$ cat src/rtl/cv32e40p_pkg.sv
// Shared definitions for the cv32e40p instruction-port arbiter slice.
// Holds the port count, the requester-id type and the round-robin pick helper.
package cv32e40p_pkg;

   localparam int INSTR_ARB_PORTS = 2;

   typedef logic [0:0] instr_arb_id_t;

   // Round-robin choice between two requesters; on a tie the port that did not win last goes.
   function automatic instr_arb_id_t instr_arb_rr_pick(input logic [1:0] req, input instr_arb_id_t last);
      instr_arb_id_t pick;
      if (req == 2'b11) begin
         pick = ~last;
      end else if (req[1]) begin
         pick = 1'b1;
      end else begin
         pick = 1'b0;
      end
      return pick;
   endfunction

endpackage

$ cat src/rtl/cv32e40p_instr_arb_idfifo.sv
// In-order FIFO of requester ids, one entry per granted but not yet answered transaction.
// A push and a pop in the same cycle are both honoured, including when the FIFO is full.
module cv32e40p_instr_arb_idfifo #(
   parameter int DEPTH = 2,
   parameter int ID_W  = 1
) (
   input  logic            clk,
   input  logic            rst_n,
   input  logic            push_i,
   input  logic            pop_i,
   input  logic [ID_W-1:0] data_i,
   output logic [ID_W-1:0] data_o,
   output logic            full_o,
   output logic            empty_o
);

   localparam int PTR_W = (DEPTH > 1) ? $clog2(DEPTH) : 1;
   localparam int CNT_W = $clog2(DEPTH + 1);

   logic [ID_W-1:0]  mem_q [DEPTH];
   logic [PTR_W-1:0] wptr_q, wptr_d;
   logic [PTR_W-1:0] rptr_q, rptr_d;
   logic [CNT_W-1:0] cnt_q, cnt_d;
   logic             do_push;
   logic             do_pop;

   function automatic logic [PTR_W-1:0] ptr_next(input logic [PTR_W-1:0] p);
      logic [PTR_W-1:0] n;
      if (p == PTR_W'(DEPTH - 1)) begin
         n = {PTR_W{1'b0}};
      end else begin
         n = p + PTR_W'(1);
      end
      return n;
   endfunction

   assign full_o  = (cnt_q == CNT_W'(DEPTH));
   assign empty_o = (cnt_q == {CNT_W{1'b0}});
   assign data_o  = mem_q[rptr_q];

   // A pop frees the head slot first, so a push at full is accepted when paired with a pop.
   always_comb begin
      do_pop  = pop_i & ~empty_o;
      do_push = push_i & (~full_o | do_pop);
      wptr_d  = do_push ? ptr_next(wptr_q) : wptr_q;
      rptr_d  = do_pop ? ptr_next(rptr_q) : rptr_q;
      case ({do_push, do_pop})
         2'b10:   cnt_d = cnt_q + CNT_W'(1);
         2'b01:   cnt_d = cnt_q - CNT_W'(1);
         default: cnt_d = cnt_q;
      endcase
   end

   always_ff @(posedge clk) begin
      if (!rst_n) begin
         wptr_q <= {PTR_W{1'b0}};
         rptr_q <= {PTR_W{1'b0}};
         cnt_q  <= {CNT_W{1'b0}};
         for (int i = 0; i < DEPTH; i++) begin
            mem_q[i] <= {ID_W{1'b0}};
         end
      end else begin
         wptr_q <= wptr_d;
         rptr_q <= rptr_d;
         cnt_q  <= cnt_d;
         if (do_push) begin
            mem_q[wptr_q] <= data_i;
         end
      end
   end

endmodule

$ cat src/rtl/cv32e40p_instr_obi_arbiter_checker.sv
// Protocol checks around the instruction-port arbiter: responses with nothing outstanding,
// and a requester withdrawing a request that is still waiting for grant.
module cv32e40p_instr_obi_arbiter_checker (
   input logic clk,
   input logic rst_n,
   input logic rvalid_i,
   input logic fifo_empty_i,
   input logic lock_i,
   input logic locked_req_i
);

   a_rvalid_with_empty_fifo : assert property (@(posedge clk) disable iff (!rst_n)
      !(rvalid_i && fifo_empty_i))
      else $error("instr_obi_arbiter: rvalid with no outstanding transaction");

   a_req_dropped_while_locked : assert property (@(posedge clk) disable iff (!rst_n)
      !(lock_i && !locked_req_i))
      else $error("instr_obi_arbiter: request withdrawn before grant");

endmodule

$ cat src/rtl/cv32e40p_instr_obi_arbiter.sv
// Two-requester round-robin arbiter for the single OBI instruction port.
// Selection is locked while a request waits for grant; an id FIFO routes responses back.
module cv32e40p_instr_obi_arbiter
   import cv32e40p_pkg::*;
#(
   parameter int DEPTH = 2,
   parameter int ID_W  = 1
) (
   input  logic             clk,
   input  logic             rst_n,
   input  logic [1:0]       req_i,
   input  logic [1:0][31:0] addr_i,
   output logic [1:0]       gnt_o,
   output logic [1:0]       rvalid_o,
   output logic [31:0]      rdata_o,
   output logic [1:0]       err_o,
   output logic             instr_req_o,
   output logic [31:0]      instr_addr_o,
   input  logic             instr_gnt_i,
   input  logic             instr_rvalid_i,
   input  logic [31:0]      instr_rdata_i,
   input  logic             instr_err_i,
   output logic             busy_o
);

   instr_arb_id_t sel;
   instr_arb_id_t sel_q, sel_d;
   instr_arb_id_t rr_last_q, rr_last_d;
   logic          lock_q, lock_d;
   logic          fifo_full;
   logic          fifo_empty;
   logic          push;
   logic          pop;
   logic          stall;
   logic [ID_W-1:0] head_id;

   // Bus request, address and grant pass straight through for the selected port.
   always_comb begin
      gnt_o    = 2'b00;
      rvalid_o = 2'b00;
      err_o    = 2'b00;
      if (lock_q) begin
         sel = sel_q;
      end else begin
         sel = instr_arb_rr_pick(req_i, rr_last_q);
      end
      stall        = fifo_full & ~instr_rvalid_i;
      instr_req_o  = req_i[sel] & ~stall;
      instr_addr_o = req_i[sel] ? addr_i[sel] : 32'h0000_0000;
      push         = instr_req_o & instr_gnt_i;
      gnt_o[sel]   = push;
      pop          = instr_rvalid_i & ~fifo_empty;
      rvalid_o[head_id] = pop;
      err_o[head_id]    = pop & instr_err_i;
      rdata_o      = pop ? instr_rdata_i : 32'h0000_0000;
      busy_o       = ~fifo_empty | (|req_i);
   end

   // Lock holds the selection from an ungranted request until its grant (or its withdrawal).
   always_comb begin
      if (lock_q) begin
         lock_d = req_i[sel_q] & ~push;
         sel_d  = sel_q;
      end else begin
         lock_d = instr_req_o & ~instr_gnt_i;
         sel_d  = sel;
      end
      if (push) begin
         rr_last_d = sel;
      end else begin
         rr_last_d = rr_last_q;
      end
   end

   always_ff @(posedge clk) begin
      if (!rst_n) begin
         lock_q    <= 1'b0;
         sel_q     <= 1'b0;
         rr_last_q <= 1'b1;
      end else begin
         lock_q    <= lock_d;
         sel_q     <= sel_d;
         rr_last_q <= rr_last_d;
      end
   end

   cv32e40p_instr_arb_idfifo #(
      .DEPTH (DEPTH),
      .ID_W  (ID_W)
   ) u_idfifo (
      .clk     (clk),
      .rst_n   (rst_n),
      .push_i  (push),
      .pop_i   (instr_rvalid_i),
      .data_i  (sel),
      .data_o  (head_id),
      .full_o  (fifo_full),
      .empty_o (fifo_empty)
   );

   cv32e40p_instr_obi_arbiter_checker u_checker (
      .clk          (clk),
      .rst_n        (rst_n),
      .rvalid_i     (instr_rvalid_i),
      .fifo_empty_i (fifo_empty),
      .lock_i       (lock_q),
      .locked_req_i (req_i[sel_q])
   );

endmodule

$ cat config.mk
export PLATFORM = sky130hd
export DESIGN_NAME = cv32e40p_instr_obi_arbiter
export DESIGN_NICKNAME = d
export VERILOG_FILES = /design/src/rtl/cv32e40p_pkg.sv /design/src/rtl/cv32e40p_instr_arb_idfifo.sv /design/src/rtl/cv32e40p_instr_obi_arbiter_checker.sv /design/src/rtl/cv32e40p_instr_obi_arbiter.sv
export SDC_FILE = /design/constraint.sdc
export NUM_CORES = 1
export LEC_CHECK = 0
export BUFFER_PORTS_ARGS = -buffer_cell sky130_fd_sc_hd__buf_2
export CORE_MARGIN = 4
export CORE_UTILIZATION = 33
export DETAILED_ROUTE_END_ITERATION = 8
export GPL_TIMING_DRIVEN = 0
export HOLD_SLACK_MARGIN = 0.15
export MAX_ROUTING_LAYER = met4
export PLACE_DENSITY_LB_ADDON = 0.2
export SYNTH_ARGS = -nofsm -noshare
export SYNTH_HDL_FRONTEND = slang
export SYNTH_HIERARCHICAL = 1
export SYNTH_SLANG_ARGS = --single-unit
$ cat constraint.sdc
create_clock -name clk -period 3.4 [get_ports clk]
set_input_delay 0.17 -clock clk [delete_from_list [all_inputs] [get_ports clk]]
set_output_delay 0.17 -clock clk [all_outputs]
set_load 0.02 [all_outputs]
==> out/metrics.csv, run 1 <==
stage,metric,value,unit
detailed_routing,DR vias,1955,
worst_setup_path,RR Startpoint,sel_q,
worst_setup_path,CP startpoint kind,flop,
timing,final hold vios,0,
clock_network,TritonCTS clock tree,yes,
worst_setup_path,reg2reg end,u_idfifo/mem_q[0],
final_layout,Nets,487,
yosys,post-synthesis simple-gate area fraction,0.489,
detailed_routing,DR WL met3,480,um
timing,worst-margin pin slew,0.416,ns
yosys,post-synth net total,308,
global_route,initial antenna violation count,0,
run,max-cap violation count,0,
worst_hold_path,worst min-delay path class,input port to flop,
clock_network,clock root cell,clkbuf_8,
yosys,Ys Warns,6,
yosys,largest family of logic cells by synthesized area,simple AND/OR/NAND/NOR gates,
yosys,Synth Area in XOR/XNOR,0.00700,
yosys,"top cells by area, synth","nand2_1, and2_1, dfxtp_1",
detailed_routing,metal2 WL,2.52,mm
pwr,logic gate share of total power,0.574,
yosys,synth unique cells,33,
detailed_routing,WL/cell,11.6,um
final_layout,diode count,0,
detailed_routing,drt first pass iters,4,
pwr,Max VDD drop,0.188,mV
placement,Post-Place Setup Slack,1.37,ns
detailed_routing,Post-DRT Antenna Nets,0,
placement,I/O Buffers,174,
timing,max-slew violation count,0,
clock_network,setup repair bufs after CTS,0,
yosys,Synth Area in Adders,0,
global_route,vias in the first global route,1812,
worst_setup_path,r2r worst-path depth,8,
detailed_routing,Total Wirelength,4.99,mm
final_layout,fill count,377,
yosys,Compound-Gate Fraction of Synth Area,0.226,
clock_network,htree depth,1,
worst_setup_path,Required @ worst endpoint,3.52,ns
clock_network,clk slew on worst S/H paths,0.05,ns
timing,crit share post-route,0.593,
final_layout,"most common cell after layout, fill and taps aside",buf_2,
run_status,status,"complete, no violations",
worst_setup_path,Critical Path Source,sel_q,
global_route,GRT Residual Overflow,0,
final_layout,layout cell share with drive strength beyond 1,0.510,
pwr,switching part of the total power,0.417,
yosys,sequential-to-total area share from yosys stat,0.160,
die,die outline width,69.6,um
yosys,Cells after Synth,205,
placement,Post-DP HPWL,4.23,mm
pwr,Pwr Density,265,nW/um2
timing,clk_skew,0.00359,ns
placement,Placer Congestion,0.863,
die,Core Area,3660,um2
worst_setup_path,WP data arrival,2.14,ns
yosys,"EDFF count, synth",0,
pwr,internal power,0.000344,W
clock_network,Max clock buf depth,2,
yosys,post-synth top area share,0.207,
yosys,Netlist Area Pre-Place,1250,um2
die,# IOs,175,
yosys,number of synthesized register bits,10,
timing,# setup viols final,0,
worst_setup_path,WS Path Type,flop to flop,
global_route,pin count of the biggest net entering global routing,12,
clock_network,Sink Count,10,
clock_network,hold buffer count at CTS,0,
clock_network,clk_lat worst skew,0.23,ns
yosys,mux contribution to synthesized area,0.0330,
worst_setup_path,CP Capture Type,flop,
worst_setup_path,CP max FO,10,
worst_setup_path,Critical Path Sink,u_idfifo/mem_q[0],
global_route,Total GRT Usage,0.196,
yosys,syn_area_per_cell,6.10,um2
timing,fmax,496,MHz
timing,setup TNS,0,ns
detailed_routing,Top Layer Used,met4,
die,Core Rows,22,
detailed_routing,M1 WL,1.93,mm
die,Initial Utilization,0.342,
yosys,"Async S/R FF share, synth",0,
final_layout,Area Growth Syn to Fin,77.7,%
clock_network,cts repair resizes,0,
detailed_routing,DRT iter0 DRCs,43,
timing,min Tclk post-route,2.02,ns
worst_setup_path,R2R Setup Slk,1.38,ns
die,Die ar.,4840,um2
timing,RSZ-0062 raised after global routing,false,
global_route,first-pass GRT wire length,7.90,mm
timing,Final WS setup,1.38,ns
pwr,clock share of power,0.201,
final_layout,Util after Layout,0.607,
pwr,Seq pwr share,0.225,
clock_network,CTS buffer count,3,
timing,Slew HR,0.721,
yosys,Most used DFF post-synth,dfxtp_1,
detailed_routing,drt via density,4.55,
pwr,Leak,1.36,nW
yosys,Synth area leader,nand2_1,
die,Die Y,69.6,um
detailed_routing,Remaining DRCs,0,
pwr,Psw,0.000245,W
final_layout,most frequent cells in the layout,"buf_2, nand2_1, and2_1, a21oi_1, dfxtp_1",
-- worst max-delay path, stage by stage, from the launching register on --
cell and delay, ns:
dfxtp_1 0.38, mux2i_1 0.10, a21o_1 0.21, buf_6 0.15, buf_2 0.18, nor2_1 0.26
inv_1 0.12, or3_4 0.39, mux2i_1 0.12
-- flip-flops by register name (all words and copies together), names as in the netlist, named ones only --
name and cells:
rr_last_q 1, u_idfifo/wptr_q 1, u_idfifo/cnt_q 2, u_idfifo/mem_q 2, lock_q 1, sel_q 1, u_idfifo/rptr_q 1
-- synthesized netlist by cell type (all sizes together), types with 2 or more instances --
cell and count:
a21oi 34, and2 37, buf 11, clkbuf 3, dfxtp 10, inv 4
mux2i 3, nand2 69, nor2 6, nor2b 3, nor3 3, o211ai 2
o21ai 5
-- per-stage QoR --
step | std cells | power, W | hold WS (ns) | instance area [um2]
6_report | 430 | 0.000589 | 0.224 | 2220
4_1_cts | 430 | 0.000596 | 0.220 | 2220
3_3_place_gp | 427 | 0.000471 | 0.449 | 2180
3_5_place_dp | 427 | 0.000475 | 0.460 | 2180
2_1_floorplan | 205 | 0.000337 | 0.250 | 1250
5_1_grt | 430 | 0.000634 | 0.229 | 2220
-- how the worst min path moves through the flow --
stage,start,end,slack (ns),cells past startpoint
global placement,u_idfifo/mem_q[0],u_idfifo/mem_q[0],0.45,2
detailed placement,rst_n,rr_last_q,0.46,2
finish,rst_n,rr_last_q,0.22,2
floorplan,rst_n,rr_last_q,0.25,1
CTS,rst_n,rr_last_q,0.22,2
global route,rst_n,rr_last_q,0.23,2
-- power by group through the flow --
stage / Combinational [W] / Sequential [W] / Clock, W
after floorplan: 0.000204 / 0.000133 / 0
after global placement: 0.000337 / 0.000134 / 0
after detailed placement: 0.000340 / 0.000135 / 0
after CTS: 0.000341 / 0.000133 / 0.000123
after global routing: 0.000371 / 0.000133 / 0.000129
final: 0.000338 / 0.000133 / 0.000118
-- final cells by class --
cell class	instances	area (um2)	area share
repair buffers	174	871	0.392
flip-flops and latches	10	200	0.0900
multi-input cells	177	945	0.425
plain buffers	14	88.8	0.0400
clock buffers	3	41.3	0.0186
well taps	48	60.1	0.0270
inverters	4	17.5	0.00788
-- logic make-up after synthesis --
kind of cell,after synthesis
flip-flops,10
buffers and inverters,18
AO/OA/AOI/OAI,48
multiplexers,4
AND/OR/NAND/NOR,124
XOR/XNOR,1
-- routing by layer --
metal	vias to the layer above	global-route usage
met5	-	-
li1	1027	-
met3	4	0.0493
met1	835	0.216
met4	0	0.0456
met2	89	0.352
Power figures use the tool's default switching activity.
==> run 2: changes to the inputs <==
- ABC_AREA: default -> 1
- CORE_UTILIZATION: 33 -> 34
- clock period: 3.4 -> 2.1 ns (I/O delays scaled with it)
==> run 2 against run 1 <==
Against the previous run:
- critical path depth unchanged
- clock skew decreased by 0.0031 ns
- global-route usage decreased by 1.0 points
- sequential share of layout area decreased by 1.0 points
- wire length increased by 14%
- hold slack got worse by 0.036 ns
- clock power increased by 69%
- highest routed layer unchanged
==> out/metrics.csv, run 2 <==
stage,metric,value,unit,change
worst_setup_path,CP Capture Type,primary output,,
final_layout,"most common cell after layout, fill and taps aside",buf_2,,
worst_setup_path,WP data arrival,1.82,ns,-0.32 ns
clock_network,CTS buffer count,3,,unchanged
pwr,logic gate share of total power,0.626,,+0.052
final_layout,layout cell share with drive strength beyond 1,0.402,,-0.108
die,Die ar.,5600,um2,+16%
die,die outline width,74.9,um,+7.6%
worst_setup_path,CP max FO,10,,unchanged
global_route,pin count of the biggest net entering global routing,12,,unchanged
timing,setup TNS,0,ns,unchanged
yosys,sequential-to-total area share from yosys stat,0.132,,-0.0283
yosys,"top cells by area, synth","nand2_1, inv_1, dfxtp_1",,
die,Initial Utilization,0.349,,+0.00737
pwr,Pwr Density,448,nW/um2,+69%
detailed_routing,Post-DRT Antenna Nets,0,,unchanged
clock_network,clock root cell,clkbuf_8,,
final_layout,area of the multi-input gates,918,um2,-2.8%
yosys,post-synth net total,432,,+40%
worst_hold_path,worst min-delay path class,input port to flop,,
global_route,vias in the first global route,1991,,+9.9%
yosys,Most used DFF post-synth,dfxtp_1,,
clock_network,htree depth,1,,unchanged
pwr,clock share of power,0.177,,-0.024
worst_setup_path,WS Path Type,flop to primary output,,
timing,min Tclk post-route,1.93,ns,
worst_setup_path,Critical Path Source,u_idfifo/cnt_q[0],,
yosys,number of synthesized register bits,10,,unchanged
timing,max-slew violation count,0,,unchanged
placement,Post-Place Setup Slack,0.434,ns,-0.936 ns
timing,Final WS setup,0.174,ns,-1.21 ns
worst_setup_path,R2R Setup Slk,0.47,ns,-0.91 ns
detailed_routing,DRT iter0 DRCs,55,,+28%
final_layout,Top Registers,"u_idfifo/cnt_q (2), u_idfifo/mem_q (2)",,
yosys,syn_area_per_cell,4.62,um2,-24%
final_layout,most frequent cells in the layout,"buf_2, nand2_1, inv_1, nor2_1, dfxtp_1",,
worst_setup_path,Critical Path Sink,rdata_o[18],,
die,Die Y,74.9,um,+7.6%
detailed_routing,WL/cell,10.2,um,-12%
run,max-cap violation count,0,,unchanged
timing,final hold vios,0,,unchanged
clock_network,Max clock buf depth,2,,unchanged
worst_setup_path,Required @ worst endpoint,2.00,ns,-1.52 ns
detailed_routing,drt first pass iters,4,,unchanged
worst_setup_path,CP startpoint kind,flop,,
yosys,Commonest cells post-synth,"nand2_1, inv_1, nor2_1",,
final_layout,sequential cell area,200,um2,unchanged
global_route,initial antenna violation count,0,,unchanged
global_route,first-pass GRT wire length,8.16,mm,+3.3%
global_route,GRT Residual Overflow,0,,unchanged
pwr,switching part of the total power,0.466,,+0.0491
detailed_routing,DR vias,2312,,+18%
worst_setup_path,RR Startpoint,u_idfifo/cnt_q[0],,
global_route,Total GRT Usage,0.185,,-0.0104
timing,RSZ-0062 raised after global routing,false,,
final_layout,diode count,0,,unchanged
worst_hold_path,Worst Hold Path Cells,3,,+1
final_layout,Area Growth Syn to Fin,64.9,%,
final_layout,Nets,612,,+26%
yosys,Ys Warns,6,,unchanged
pwr,Max VDD drop,0.428,mV,+130%
timing,clk_skew,0.000501,ns,-0.00309 ns
pwr,internal power,0.000600,W,+75%
timing,# setup viols final,0,,unchanged
die,Core Area,4350,um2,+19%
clock_network,Sink Count,10,,unchanged
timing,worst-margin pin slew,0.324,ns,-0.0914 ns
worst_setup_path,r2r worst-path depth,11,,+3
yosys,Netlist Area Pre-Place,1520,um2,+22%
die,Core Rows,24,,+9.1%
placement,Placer Congestion,0.854,,-1.0%
final_layout,fill count,510,,+35%
timing,Slew HR,0.784,,+0.0628
clock_network,clk slew on worst S/H paths,0.05,ns,about the same
run_status,status,"complete, no violations",,
placement,I/O Buffers,174,,unchanged
die,# IOs,175,,unchanged
clock_network,clk_lat worst skew,0.24,ns,about the same
yosys,"Async S/R FF share, synth",0,,unchanged
pwr,Psw,0.000523,W,+110%
pwr,Leak,2.00,nW,+47%
timing,crit share post-route,0.917,,
detailed_routing,drt via density,4.14,,-9.0%
timing,fmax,519,MHz,
yosys,"count leader, synth",nand2_1,,
yosys,Cells after Synth,329,,+60%
yosys,synth unique cells,23,,-30%
worst_setup_path,reg2reg end,u_idfifo/cnt_q[0],,
placement,Post-DP HPWL,4.80,mm,+13%
yosys,"EDFF count, synth",0,,unchanged
detailed_routing,Remaining DRCs,0,,unchanged
yosys,post-synth top area share,0.351,,+0.144
pwr,Seq pwr share,0.197,,-0.028
clock_network,TritonCTS clock tree,yes,,
detailed_routing,Total Wirelength,5.70,mm,+14%
yosys,Synth area leader,nand2_1,,
run 2: cell types whose count changed in the layout (fill, tap and decap cells not counted), sizes merged, moves of 3 or more:
cell,delta
and2,-37
nor2b,-3
nand3,+10
a21oi,-31
nor2,+41
inv,+80
nand2,+77
mux2i,-3
run 2: what timing repair did:
action	CTS	global route
buffers inserted	0	0
gates resized for setup	0	0
hold buffers	1	0
hold endpoints to repair	3	0
run 2: worst min-delay path by stage:
stage | slack [ns] | startpoint | end
global route | 0.21 | instr_gnt_i | rr_last_q
CTS | 0.18 | instr_gnt_i | rr_last_q
detailed placement | 0.36 | rst_n | rr_last_q
global placement | 0.36 | rst_n | rr_last_q
floorplan | 0.19 | rst_n | rr_last_q
finish | 0.19 | instr_gnt_i | rr_last_q
run 2: layout make-up:
cell class	instances	area share
repair buffers	175	0.351
clock buffers	3	0.0165
flip-flops and latches	10	0.0798
inverters	85	0.128
plain buffers	13	0.0324
multi-input cells	221	0.366
well taps	52	0.0259
run 2: layer usage:
layer,GRT usage,routed length [um],vias to the layer above
met5,-,0,-
met4,0.0652,108,0
met3,0.0374,554,11
met2,0.328,2870,81
met1,0.204,2170,943
li1,-,-,1277
run 2: power by group through the flow:
| stage | combinational, W | clock [W] | sequential, W |
|---|---|---|---|
| finish | 0.000703 | 0.000199 | 0.000221 |
| global route | 0.000786 | 0.000214 | 0.000224 |
| CTS | 0.000710 | 0.000205 | 0.000221 |
| detailed placement | 0.000705 | 0 | 0.000225 |
| global placement | 0.000696 | 0 | 0.000224 |
| floorplan | 0.000451 | 0 | 0.000222 |
run 2: metrics by stage:
step | util | hold slack [ns] | total power, W | std cells | instance area, um2
floorplan | - | 0.190 | 0.000673 | 329 | 1520
global placement | 0.564 | 0.361 | 0.000920 | 555 | 2460
detailed placement | 0.564 | 0.357 | 0.000929 | 555 | 2460
CTS | 0.576 | 0.183 | 0.00114 | 559 | 2510
global route | 0.576 | 0.209 | 0.00122 | 559 | 2510
finish | 0.576 | 0.188 | 0.00112 | 559 | 2510
run 2: cell families after synthesis:
group | synth area share
AOI/OAI and AO/OA | 0.0272
buffers and inverters | 0.264
muxes | 0.00741
xor gates and xnor gates | 0.00576
DFF | 0.132
and+or+nand+nor | 0.564
run 2: critical path, cell delays in order, from the launching register on:
cell      delay, ns
dfxtp_1        0.42
inv_2          0.08
nand2_1        0.08
inv_1          0.05
or2_2          0.28
clkbuf_1       0.19
buf_2          0.22
nor2_1         0.10
buf_2          0.18
==> run 3: changes to the inputs <==
- SYNTH_HIERARCHICAL: 1 -> default
==> run 3 against run 2 <==
Against the previous run:
- hold slack lost 0.035 ns
- non-clock buffer count down 2
- register-to-register slack lost 0.08 ns
- critical endpoint is now u_idfifo.cnt_q[1]
- count of clock-buffer cells in the layout is 1 higher
==> out/metrics.csv, run 3 <==
stage,metric,value,unit,change
clock_network,Sink Count,10,,unchanged
yosys,Commonest cells post-synth,"nand2_1, inv_1, nor2_1",,
yosys,Netlist Area Pre-Place,1520,um2,about the same
die,Die ar.,5600,um2,about the same
global_route,met2 usage,0.319,,-0.00870
timing,max-slew violation count,0,,unchanged
die,Core Rows,24,,unchanged
timing,crit share post-route,0.813,,-0.105
clock_network,htree depth,1,,unchanged
clock_network,Max clock buf depth,2,,unchanged
placement,I/O Buffers,174,,unchanged
global_route,global routing usage on met1,0.205,,+0.000637
pwr,Overall Power,0.00165,W,+47%
global_route,first-pass GRT wire length,7.98,mm,-2.2%
global_route,pin count of the biggest net entering global routing,11,,-1
pwr,Pwr Density,659,nW/um2,+47%
worst_setup_path,Required @ worst endpoint,2.27,ns,+0.27 ns
final_layout,Util after Layout,0.576,,about the same
yosys,"EDFF count, synth",0,,unchanged
yosys,Synth area leader,nand2_1,,
placement,Post-DP HPWL,4.67,mm,-2.6%
final_layout,Top Registers,"u_idfifo.cnt_q (2), u_idfifo.mem_q (2)",,
detailed_routing,WL/cell,9.97,um,-2.2%
yosys,"Async S/R FF share, synth",0,,unchanged
detailed_routing,drt via density,4.16,,+0.69%
clock_network,TritonCTS clock tree,yes,,
timing,final hold vios,0,,unchanged
die,Die Y,74.8,um,about the same
yosys,"top cells by area, synth","nand2_1, inv_1, dfxtp_1",,
timing,worst-margin pin slew,0.300,ns,-0.0243 ns
detailed_routing,drt first pass iters,6,,+2
worst_setup_path,CP Capture Type,flop,,
timing,min Tclk post-route,1.71,ns,-0.220 ns
timing,Slew HR,0.798,,+0.0141
placement,Placer Congestion,0.810,,-5.2%
detailed_routing,Remaining DRCs,0,,unchanged
final_layout,diode count,0,,unchanged
worst_hold_path,worst min-delay path class,input port to flop,,
pwr,Leak,1.99,nW,-0.41%
timing,fmax,586,MHz,+13%
die,die outline width,74.8,um,about the same
timing,clk_skew,0.00705,ns,+0.00655 ns
timing,setup TNS,0,ns,unchanged
final_layout,post-route design area,2510,um2,+0.10%
clock_network,CTS buffer count,3,,unchanged
worst_setup_path,CP max FO,8,,-2
clock_network,clock root cell,clkbuf_8,,
yosys,synth unique cells,22,,-4.3%
final_layout,Area Growth Syn to Fin,65.2,%,
detailed_routing,DRT iter0 DRCs,48,,-13%
run,max-cap violation count,0,,unchanged
clock_network,clk_lat worst skew,0.25,ns,about the same
yosys,Ys Warns,0,,-6
detailed_routing,DR vias,2278,,-1.5%
worst_setup_path,WP data arrival,1.88,ns,+0.06 ns
yosys,post-synth top area share,0.356,,+0.00523
detailed_routing,Total Wirelength,5.45,mm,-4.3%
detailed_routing,Post-DRT Antenna Nets,0,,unchanged
global_route,Total GRT Usage,0.182,,-0.00373
clock_network,clk slew on worst S/H paths,0.05,ns,about the same
global_route,grt peak-use layer,met2,,
placement,dpl cell area,2450,um2,about the same
worst_setup_path,WS Path Type,flop to flop,,
final_layout,layout cell share with drive strength beyond 1,0.408,,+0.00571
final_layout,Nets,600,,-2.0%
yosys,"count leader, synth",nand2_1,,
yosys,Most used DFF post-synth,dfxtp_1,,
yosys,number of synthesized register bits,10,,unchanged
die,Initial Utilization,0.349,,about the same
clock_network,cts repair resizes,0,,unchanged
die,Core Area,4350,um2,unchanged
final_layout,most frequent cells in the layout,"buf_2, nand2_1, inv_1, nor2_1, dfxtp_1",,
global_route,vias in the first global route,1869,,-6.1%
global_route,met3 Use GR,0.0494,,+0.0120
global_route,initial antenna violation count,0,,unchanged
pwr,Max VDD drop,0.510,mV,+19%
yosys,post-synth net total,421,,-2.5%
global_route,GRT Residual Overflow,0,,unchanged
die,# IOs,175,,unchanged
yosys,Cells after Synth,317,,-3.6%
final_layout,"most common cell after layout, fill and taps aside",buf_2,,
yosys,syn_area_per_cell,4.79,um2,+3.7%
clock_network,hold buffer count at CTS,0,,-1
yosys,sequential-to-total area share from yosys stat,0.132,,about the same
worst_setup_path,CP startpoint kind,flop,,
timing,RSZ-0062 raised after global routing,false,,
timing,# setup viols final,0,,unchanged
run_status,status,"complete, no violations",,
clock_network,setup repair bufs after CTS,0,,unchanged
[run 3: changes by cell type in the layout (fill, tap and decap cells not counted), moves of 2 or more]
cell / change
buf_6: +9
nand3_2: -2
or2_2: -2
inv_2: +2
buf_4: -7
a21oi_1: +2
buf_2: -2
o21bai_1: +2
inv_1: -7
nand2_1: +2
o21ai_0: +2
nor2_1: -5
o21ai_1: -2
[run 3: critical path, stage by stage, from the launching register on]
cell	delay, ns
dfxtp_1	0.32
inv_2	0.08
nand3_2	0.11
nand3_1	0.15
nand4_4	0.17
ha_1	0.37
a21oi_1	0.11
o21ai_0	0.08
inv_1	0.07
o21ai_0	0.07
a21oi_1	0.11
[run 3: per-stage QoR]
stage | setup slack, ns | std cells | hold slack [ns]
after floorplan | 0.532 | 317 | 0.226
after global placement | 0.430 | 543 | 0.415
after detailed placement | 0.393 | 543 | 0.416
after CTS | 0.384 | 547 | 0.153
after global routing | 0.187 | 547 | 0.171
final | 0.393 | 547 | 0.153
[run 3: layer usage]
layer,wire length [um],vias up,part of all wire
met2,2750,95,0.50
met3,604,7,0.11
met5,0,-,0
li1,-,1252,-
met1,2050,924,0.38
met4,56,0,0.010
[run 3: layout make-up]
| cell class | count | area [um2] |
|---|---|---|
| clock buffers | 4 | 55.1 |
| plain buffers | 12 | 116 |
| multi-input cells | 215 | 900 |
| well taps | 52 | 65.1 |
| repair buffers | 174 | 871 |
| flip-flops and latches | 10 | 200 |
| fillers | 456 | 1840 |
| inverters | 80 | 303 |
[run 3: power by group]
part / switching (W) / leakage (nW) / internal, W
combinational: 0.000726 / 1.88 / 0.000420
clock: 0.0000829 / 0.0288 / 0.000165
sequential: 0.0000305 / 0.0822 / 0.000228
[run 3: worst paths after layout]
path | start | to | slack (ns) | depth (start not counted)
worst min register to register | u_idfifo.rptr_q | flop | 0.44 | 1
worst min-delay path | rst_n | u_idfifo.wptr_q | 0.15 | 3
worst max-delay path | lock_q | u_idfifo.cnt_q[1] | 0.39 | 10
worst max register to register | lock_q | u_idfifo.cnt_q[1] | 0.39 | 10
[run 3: cell families (layout without fill, tap and decap cells)]
logic type / count (synthesis) / after routing / share of synthesized area
AOI/OAI and AO/OA: 11 / 11 / 0.0395
adders and majority gates: 1 / 1 / 0.00824
buffers and inverters: 92 / 270 / 0.276
xor gates and xnor gates: 1 / 1 / 0.00577
and+or+nand+nor: 202 / 202 / 0.539
DFF: 10 / 10 / 0.132
